==> src/rtl/picorv32_mem_pkg.sv <==
// picorv32_mem_pkg: shared types and defaults for the two-master memory arbiter.
package picorv32_mem_pkg;
    typedef enum logic {IDLE = 1'b0, BUSY = 1'b1} arb_state_t;
    localparam int DEF_ADDR_W = 32;
    localparam int DEF_DATA_W = 32;
    localparam logic [31:0] DEF_TIMEOUT_RDATA = 32'hDEAD_BEEF;
    localparam logic [1:0] GRANT_NONE = 2'b00;
    localparam logic [1:0] GRANT_M0 = 2'b01;
    localparam logic [1:0] GRANT_M1 = 2'b10;
endpackage

==> src/rtl/mem_arb_rr2.sv <==
// mem_arb_rr2: two-input round-robin picker; on a tie the master that did not go last wins.
module mem_arb_rr2
    import picorv32_mem_pkg::*;
(
    input  logic [1:0] req,
    input  logic       last,
    output logic       win
);
    assign win = (&req) ? ~last : req[1];
endmodule

==> src/rtl/picorv32_mem_arbiter.sv <==
// picorv32_mem_arbiter: round-robin share of one PicoRV32 memory slave between two masters.
// Define ARB_TIMEOUT_EN to add a watchdog that force-completes unacknowledged transfers.
module picorv32_mem_arbiter
    import picorv32_mem_pkg::*;
#(
    parameter int ADDR_W = DEF_ADDR_W,
    parameter int DATA_W = DEF_DATA_W,
    parameter int TIMEOUT_CYCLES = 255,
    parameter logic [DATA_W-1:0] TIMEOUT_RDATA = DATA_W'(DEF_TIMEOUT_RDATA)
) (
    input  logic                clk_i,
    input  logic                rst_n_i,
    input  logic                m0_valid_i,
    input  logic                m0_instr_i,
    input  logic [ADDR_W-1:0]   m0_addr_i,
    input  logic [DATA_W-1:0]   m0_wdata_i,
    input  logic [DATA_W/8-1:0] m0_wstrb_i,
    output logic                m0_ready_o,
    output logic [DATA_W-1:0]   m0_rdata_o,
    input  logic                m1_valid_i,
    input  logic                m1_instr_i,
    input  logic [ADDR_W-1:0]   m1_addr_i,
    input  logic [DATA_W-1:0]   m1_wdata_i,
    input  logic [DATA_W/8-1:0] m1_wstrb_i,
    output logic                m1_ready_o,
    output logic [DATA_W-1:0]   m1_rdata_o,
    output logic                s_valid_o,
    output logic                s_instr_o,
    output logic [ADDR_W-1:0]   s_addr_o,
    output logic [DATA_W-1:0]   s_wdata_o,
    output logic [DATA_W/8-1:0] s_wstrb_o,
    input  logic                s_ready_i,
    input  logic [DATA_W-1:0]   s_rdata_i,
    output logic [1:0]          grant_o,
    output logic                err_o
);
    arb_state_t state, state_d;
    logic owner, owner_d, last, last_d, pick, busy, own_valid, fire, done;
    logic [DATA_W-1:0] rdata_sel;

    mem_arb_rr2 u_rr (.req({m1_valid_i, m0_valid_i}), .last(last), .win(pick));

    assign busy      = (state == BUSY);
    assign own_valid = owner ? m1_valid_i : m0_valid_i;
    assign done      = s_ready_i || fire;

`ifdef ARB_TIMEOUT_EN
    localparam logic [15:0] TO_LAST = 16'(TIMEOUT_CYCLES - 1);
    logic [15:0] cnt;
    always_ff @(posedge clk_i) begin
        if (!rst_n_i || !busy) cnt <= '0;
        else if (!s_ready_i) cnt <= cnt + 16'd1;
    end
    assign fire = busy && own_valid && !s_ready_i && (cnt == TO_LAST);
`else
    logic [15:0] unused_cfg;
    assign unused_cfg = 16'(TIMEOUT_CYCLES);
    assign fire = 1'b0;
`endif

    always_ff @(posedge clk_i) begin
        if (!rst_n_i) begin
            state <= IDLE;
            owner <= 1'b0;
            last  <= 1'b1;
        end else begin
            state <= state_d;
            owner <= owner_d;
            last  <= last_d;
        end
    end

    // A master that drops valid mid-transfer is abandoned without a ready pulse.
    always_comb begin
        state_d = state;
        owner_d = owner;
        last_d  = last;
        if (!busy) begin
            if (m0_valid_i || m1_valid_i) begin
                state_d = BUSY;
                owner_d = pick;
            end
        end else if (done) begin
            state_d = IDLE;
            last_d  = owner;
        end else if (!own_valid) begin
            state_d = IDLE;
        end
    end

    assign s_valid_o = busy && own_valid;
    assign s_instr_o = busy && (owner ? m1_instr_i : m0_instr_i);
    assign s_addr_o  = busy ? (owner ? m1_addr_i : m0_addr_i) : '0;
    assign s_wdata_o = busy ? (owner ? m1_wdata_i : m0_wdata_i) : '0;
    assign s_wstrb_o = busy ? (owner ? m1_wstrb_i : m0_wstrb_i) : '0;
    assign grant_o   = busy ? (owner ? GRANT_M1 : GRANT_M0) : GRANT_NONE;
    assign err_o     = fire;

    assign rdata_sel  = fire ? TIMEOUT_RDATA : s_rdata_i;
    assign m0_ready_o = busy && !owner && done;
    assign m1_ready_o = busy && owner && done;
    assign m0_rdata_o = (busy && !owner) ? rdata_sel : '0;
    assign m1_rdata_o = (busy && owner) ? rdata_sel : '0;
endmodule

==> config.mk <==
export PLATFORM = sky130hd
export DESIGN_NAME = picorv32_mem_arbiter
export DESIGN_NICKNAME = d
export VERILOG_FILES = /design/src/rtl/picorv32_mem_pkg.sv /design/src/rtl/mem_arb_rr2.sv /design/src/rtl/picorv32_mem_arbiter.sv
export SDC_FILE = /design/constraint.sdc
export NUM_CORES = 1
export LEC_CHECK = 0
export CORE_AREA = 3 3 119 121
export CTS_BUF_LIST = sky130_fd_sc_hd__clkbuf_2 sky130_fd_sc_hd__clkbuf_4 sky130_fd_sc_hd__clkbuf_8
export DETAILED_ROUTE_END_ITERATION = 10
export DIE_AREA = 0 0 122 124
export MAX_ROUTING_LAYER = met4
export PLACE_DENSITY = 0.56
export SETUP_SLACK_MARGIN = 0.15
export SYNTH_ARGS = -nofsm -noshare
export SYNTH_HDL_FRONTEND = slang
export SYNTH_SLANG_ARGS = --single-unit
==> constraint.sdc <==
create_clock -name clk_i -period 2.1 [get_ports clk_i]
set_clock_uncertainty 0.15 [all_clocks]
set_input_delay 0.42 -clock clk_i [delete_from_list [all_inputs] [get_ports clk_i]]
set_output_delay 0.42 -clock clk_i [all_outputs]
set_load 0.02 [all_outputs]
==> results.py, run 1 <==
metrics = {
    "power_and_ir_drop": {
        "clkPwrFrac_pct": 10.0,
        "comb_power_share_pct": 86.0,
        "p_int_w": 0.00114,
        "power_density_nw_per_um2": 295,
        "p_leak_nw": 2.66,
        "seq_power_share_pct": 4.0,
        "p_switching_w": 0.000672,
        "swShare_pct": 37.2,
        "ir_drop_v": 0.000164,
    },
    "die": {
        "rows": 42,
        "io_pins": 314,
        "dieArea_um2": 15100,
        "coreArea_um2": 13200,
        "chipWidth_um": 122,
        "die_h_um": 124,
        "start_util_pct": 14.1,
    },
    "grt": {
        "overflow": 0,
        "grt_max_degree": 48,
        "grt_pass1_vias": 3332,
        "antenna_found_initial": 0,
        "grt_use_total_pct": 15.6,
        "grt_pass1_wl_um": 17900,
    },
    "setup_path": {
        "end_kind": "output port",
        "critPathLaunchType": "register",
        "worstPathRequired_ns": 1.53,
        "crit_fanout": 6,
        "arrival_ns": 1.57,
        "critPathKind": "register to output port",
    },
    "logic_synthesis": {
        "synthSimpleGateAreaFrac_pct": 48.0,
        "synthTopCellsByCount": "mux2i_1, nor2b_1, and2_1",
        "yosys-mux-area-fraction_pct": 37.7,
        "yosys_warnings": 0,
        "ys.flop_type": "dfxtp_1",
        "synthArstFlopShare_pct": 0,
        "avgSynthCellArea_um2": 7.44,
        "synth_edf_count": 0,
        "yosysTopAreaCell": "mux2i_1",
        "syn_area_um2": 1860,
        "synthAdderAreaFrac_pct": 0,
        "synth-compound-area-share_pct": 1.55,
        "synthDominantCellAreaShare_pct": 37.7,
        "synthXorXnorAreaFrac_pct": 0,
        "ys_seq_area_share_pct": 3.23,
        "synth_seq_cells": 3,
        "syn_nets": 425,
        "ys_top_cells_by_area": "mux2i_1, nor2b_1, and2_1",
        "synth_top_family_by_area": "simple AND/OR/NAND/NOR gates",
        "synthCells": 250,
        "ys_types": 21,
    },
    "routing": {
        "num_vias": 3166,
        "top_layer": "met4",
        "wl_met3_um": 1210,
        "vias_per_cell": 4.12,
        "met2_wirelength_um": 7600,
        "drc": 0,
        "wire_per_inst_um": 18.2,
        "finalWirelength_um": 14000,
        "ant_nets": 0,
        "wl_met1_um": 5100,
        "firstDrtPassIters": 4,
        "drtIter0Drc": 41,
    },
    "run_status": {
        "violations": "negative setup slack",
        "status": "finished with violations",
    },
    "layout": {
        "fin_util_pct": 46.5,
        "multi_input_area_um2": 1850,
        "diodes": 0,
        "fill_cells": 1269,
        "nets": 769,
        "drive_above_1_share_pct": 42.3,
        "final-seq-area_um2": 65.1,
        "syn_to_final_growth_pct": 230,
    },
    "clock_tree": {
        "clockBufferDepth": 2,
        "cts_buffers": 3,
        "clkSlewWorstSetupHoldPaths_ns": 0.03,
        "clock_sinks": 3,
        "clk_latency_ns": 0.22,
        "h-tree-depth": 1,
        "cts_root_buffer": "clkbuf_8",
        "cts_tree": "done",
    },
    "place": {
        "gp_congestion": 0.789,
        "dp_hpwl_um": 9160,
        "port_buffers": 312,
    },
    "min_path": {
        "hold_class": "register to register",
    },
    "sta": {
        "setup_viol": 12,
        "fin_crit_ns": 2.14,
        "rsz0062_at_grt": "true",
        "worst_slack_ns": -0.0431,
        "fin_setup_tns_ns": -0.275,
        "hold_violations": 0,
        "post-route-period-util_pct": 102,
        "final_max_slew_viol_count": 0,
        "max_freq_mhz": 467,
    },
    "flow_run": {
        "max_cap_viol_count": 0,
    },
}
-- cells in the final DEF (no fill, tap or decap), types with 2 or more instances in the layout --
cell and n:
clkdlybuf4s50_1 174, nor2b_1 70, buf_4 70, mux2i_1 63
buf_6 63, and2_4 33, and3_4 19, and3_1 14
buf_16 12, buf_2 12, buf_12 12, clkbuf_16 6
mux2i_2 5, clkdlybuf4s15_1 5, clkdlybuf4s15_2 4, buf_8 4
clkbuf_8 3, dlygate4sd2_1 3, mux2i_4 2, and2_1 2
o21ai_0 2, clkbuf_2 2
-- metrics by stage --
step | hold slack, ns | cells | power, W | cell area [um^2] | setup WS, ns
detailed placement | 0.354 | 721 | 0.00131 | 5180 | -0.229
finish | 0.362 | 769 | 0.00181 | 6130 | -0.0431
floorplan | 0.329 | 250 | 0.000596 | 1860 | 0.385
CTS | 0.363 | 755 | 0.00167 | 5680 | -0.0623
global route | 0.429 | 769 | 0.00191 | 6130 | -0.109
global placement | 0.345 | 721 | 0.00130 | 5180 | -0.225
-- worst max-delay path, cell delays in order, from the launching register on --
cell     delay, ns
dfxtp_4       0.35
buf_8         0.13
buf_12        0.12
buf_12        0.12
buf_12        0.12
buf_16        0.13
mux2i_1       0.11
nor2b_1       0.12
buf_4         0.16
-- power by group through the flow --
stage	sequential, W	combinational [W]	clock (W)
final	0.0000718	0.00155	0.000181
after global routing	0.0000728	0.00164	0.000192
after CTS	0.0000679	0.00142	0.000186
after detailed placement	0.0000707	0.00124	0
after global placement	0.0000708	0.00123	0
after floorplan	0.0000639	0.000532	0
-- logic make-up (layout without fill, tap and decap cells) --
logic type,Yosys count,in the layout
compound gates,5,5
buf+inv,29,372
flops,3,3
mux,70,70
other cells,1,1
simple gates,142,142
-- per-layer routing --
| layer | track usage (%) | vias to the layer above |
|---|---|---|
| met4 | 2.52 | 0 |
| li1 | - | 1536 |
| met5 | - | - |
| met1 | 16.9 | 1449 |
| met3 | 3.13 | 8 |
| met2 | 29.9 | 173 |
-- final timing paths --
| kind | startpoint | endpoint | slack (ns) | depth (start not counted) |
|---|---|---|---|---|
| hold / removal | last | last | 0.36 | 2 |
| setup reg to reg | owner | busy | 0.30 | 9 |
| hold reg to reg | last | last | 0.36 | 2 |
| setup / recovery | owner | s_addr_o[17] | -0.04 | 8 |
-- flip-flops by register name, indices dropped and copies added, names as in the netlist --
| register | cells |
|---|---|
| last | 1 |
| owner | 1 |
| busy | 1 |
-- final cells by class --
| class | count | area share (%) |
|---|---|---|
| Multi-Input combinational cell | 218 | 30.1 |
| Inverter | 1 | 0.0612 |
| Tap cell | 176 | 3.59 |
| Timing Repair Buffer | 367 | 64.4 |
| Sequential cell | 3 | 1.06 |
| Clock buffer | 4 | 0.796 |
-- repair_timing --
action,CTS,global route
gates resized for setup,620,165
buffers inserted,19,8
cloned,11,6
setup endpoints to repair,138,121
hold buffers,0,0
pin swaps,1,18
hold endpoints to repair,0,0
No activity file was read; power rests on OpenSTA's default activity.
==> run 2, diff against run 1 <==
Settings changed: CORE_AREA 3 3 119 121 to 3 3 120 122, DIE_AREA 0 0 122 124 to 0 0 123 125, GPL_TIMING_DRIVEN set to 0, PLACE_DENSITY 0.56 to 0.57.
Clock period 2.1 ns to 1.8 ns, I/O delays scaled along.
==> run 2 against run 1 <==
Critical endpoint is now s_wdata_o[30]. Count of clock-buffer cells in the layout unchanged. Sequential power increased by 8.5%. Total power increased by 15%. Combinational power increased by 16%. Via count decreased by 1.0%. Largest cell class unchanged. Clock power increased by 17%. Non-clock buffer count increased by 9. The run still ends with negative setup slack left.
==> results.py, run 2 (synthesized netlist as in run 1, its figures left out) <==
metrics = {
    "grt": {
        "grt_max_degree": 11,
        "overflow": 0,
        "grt_pass1_vias": 3307,
        "antenna_found_initial": 0,
        "grt_use_total_pct": 14.3,
        "grt_pass1_wl_um": 17100,
    },
    "layout": {
        "final-seq-area_um2": 65.1,
        "multi_input_area_um2": 1950,
        "drive_above_1_share_pct": 49.2,
        "layoutNonFillerInstCount": 778,
        "fill_cells": 1243,
        "syn_to_final_growth_pct": 234,
        "final_cell_mix": "clkdlybuf4s50_1, buf_6, buf_4",
        "final_area_um2": 6210,
        "diodes": 0,
        "nets": 778,
        "layout_commonest_cell": "clkdlybuf4s50_1",
    },
    "routing": {
        "drtIter0Drc": 57,
        "drc": 0,
        "finalWirelength_um": 13000,
        "firstDrtPassIters": 4,
        "num_vias": 3134,
        "ant_nets": 0,
        "wire_per_inst_um": 16.7,
        "vias_per_cell": 4.03,
    },
    "die": {
        "io_pins": 314,
        "chipWidth_um": 123,
        "start_util_pct": 14.0,
        "dieArea_um2": 15400,
        "die_h_um": 125,
        "rows": 42,
        "coreArea_um2": 13300,
    },
    "clock_tree": {
        "cts_buffers": 3,
        "clk_latency_ns": 0.22,
        "cts_hold_buffers": 0,
        "clkSlewWorstSetupHoldPaths_ns": 0.03,
        "clock_sinks": 3,
        "clockBufferDepth": 2,
        "h-tree-depth": 1,
        "cts_tree": "done",
        "cts_root_buffer": "clkbuf_8",
    },
    "run_status": {
        "violations": "negative setup slack",
        "status": "finished with violations",
    },
    "setup_path": {
        "end_kind": "output port",
        "crit_fanout": 7,
        "critPathKind": "register to output port",
        "critPathLaunchType": "register",
        "worstPathRequired_ns": 1.29,
        "arrival_ns": 1.42,
    },
    "power_and_ir_drop": {
        "power_density_nw_per_um2": 336,
        "p_leak_nw": 2.66,
        "ir_drop_v": 0.000213,
    },
    "min_path": {
        "hold_class": "register to register",
    },
    "place": {
        "gp_congestion": 0.772,
        "port_buffers": 312,
        "placedInstanceArea_um2": 5230,
        "place_ws_ns": -0.630,
        "dp_cells": 738,
        "dp_hpwl_um": 9940,
    },
    "sta": {
        "hold_violations": 0,
        "fin_crit_ns": 1.93,
        "rsz0062_at_grt": "true",
        "worst_slack_ns": -0.127,
        "fin_setup_tns_ns": -10.15,
        "post-route-period-util_pct": 107,
        "final_max_slew_viol_count": 0,
        "max_freq_mhz": 519,
        "setup_viol": 126,
    },
    "flow_run": {
        "max_cap_viol_count": 0,
    },
}
## run 2: power by group
part	switching, W	internal [W]
clock network	0.0000452	0.000166
registers	0.00000542	0.0000724
logic	0.000712	0.00108
## run 2: layout make-up
type                       instances  share of cell area [%]
tap                              176                    3.55
buffer                            28                    6.43
clock buffer                       4                   0.786
sequential                         3                    1.05
inverter                           1                  0.0604
multi-input combinational        218                    31.4
timing repair buffer             348                    56.8
## run 2: path summary, 6_finish.rpt
kind	startpoint	cells past startpoint	slack [ns]	to
worst min-delay path	last	2	0.39	last
worst min register to register	last	2	0.39	last
worst max-delay path	owner	6	-0.13	s_wdata_o[30]
worst max register to register	owner	5	0.37	busy
## run 2: metal layers
metal | GRT usage, % | part of all wire, %
met4 | 0.847 | 0.57
met5 | - | 0
met3 | 2.98 | 8.3
met2 | 28.8 | 55
met1 | 14.5 | 36
## run 2: worst max-delay path: stages, from the launching register on
cell and delay [ns]:
dfxtp_4 0.36, buf_12 0.13, buf_12 0.14, clkbuf_16 0.15, mux2i_1 0.19, nor2b_1 0.06
buf_4 0.16
## run 2: timing repair
item                       CTS  global route
buffers inserted             8            14
gates resized for setup    759           163
gates cloned                 8             6
pin swaps                   18             2
setup endpoints to repair  138           138
## run 2: through the flow
stage	power (W)	util [%]	hold slack [ns]
after floorplan	0.000703	-	0.286
after global placement	0.00152	39.3	0.353
after detailed placement	0.00153	39.3	0.386
after CTS	0.00192	42.6	0.391
after global routing	0.00220	46.7	0.445
final	0.00209	46.7	0.389
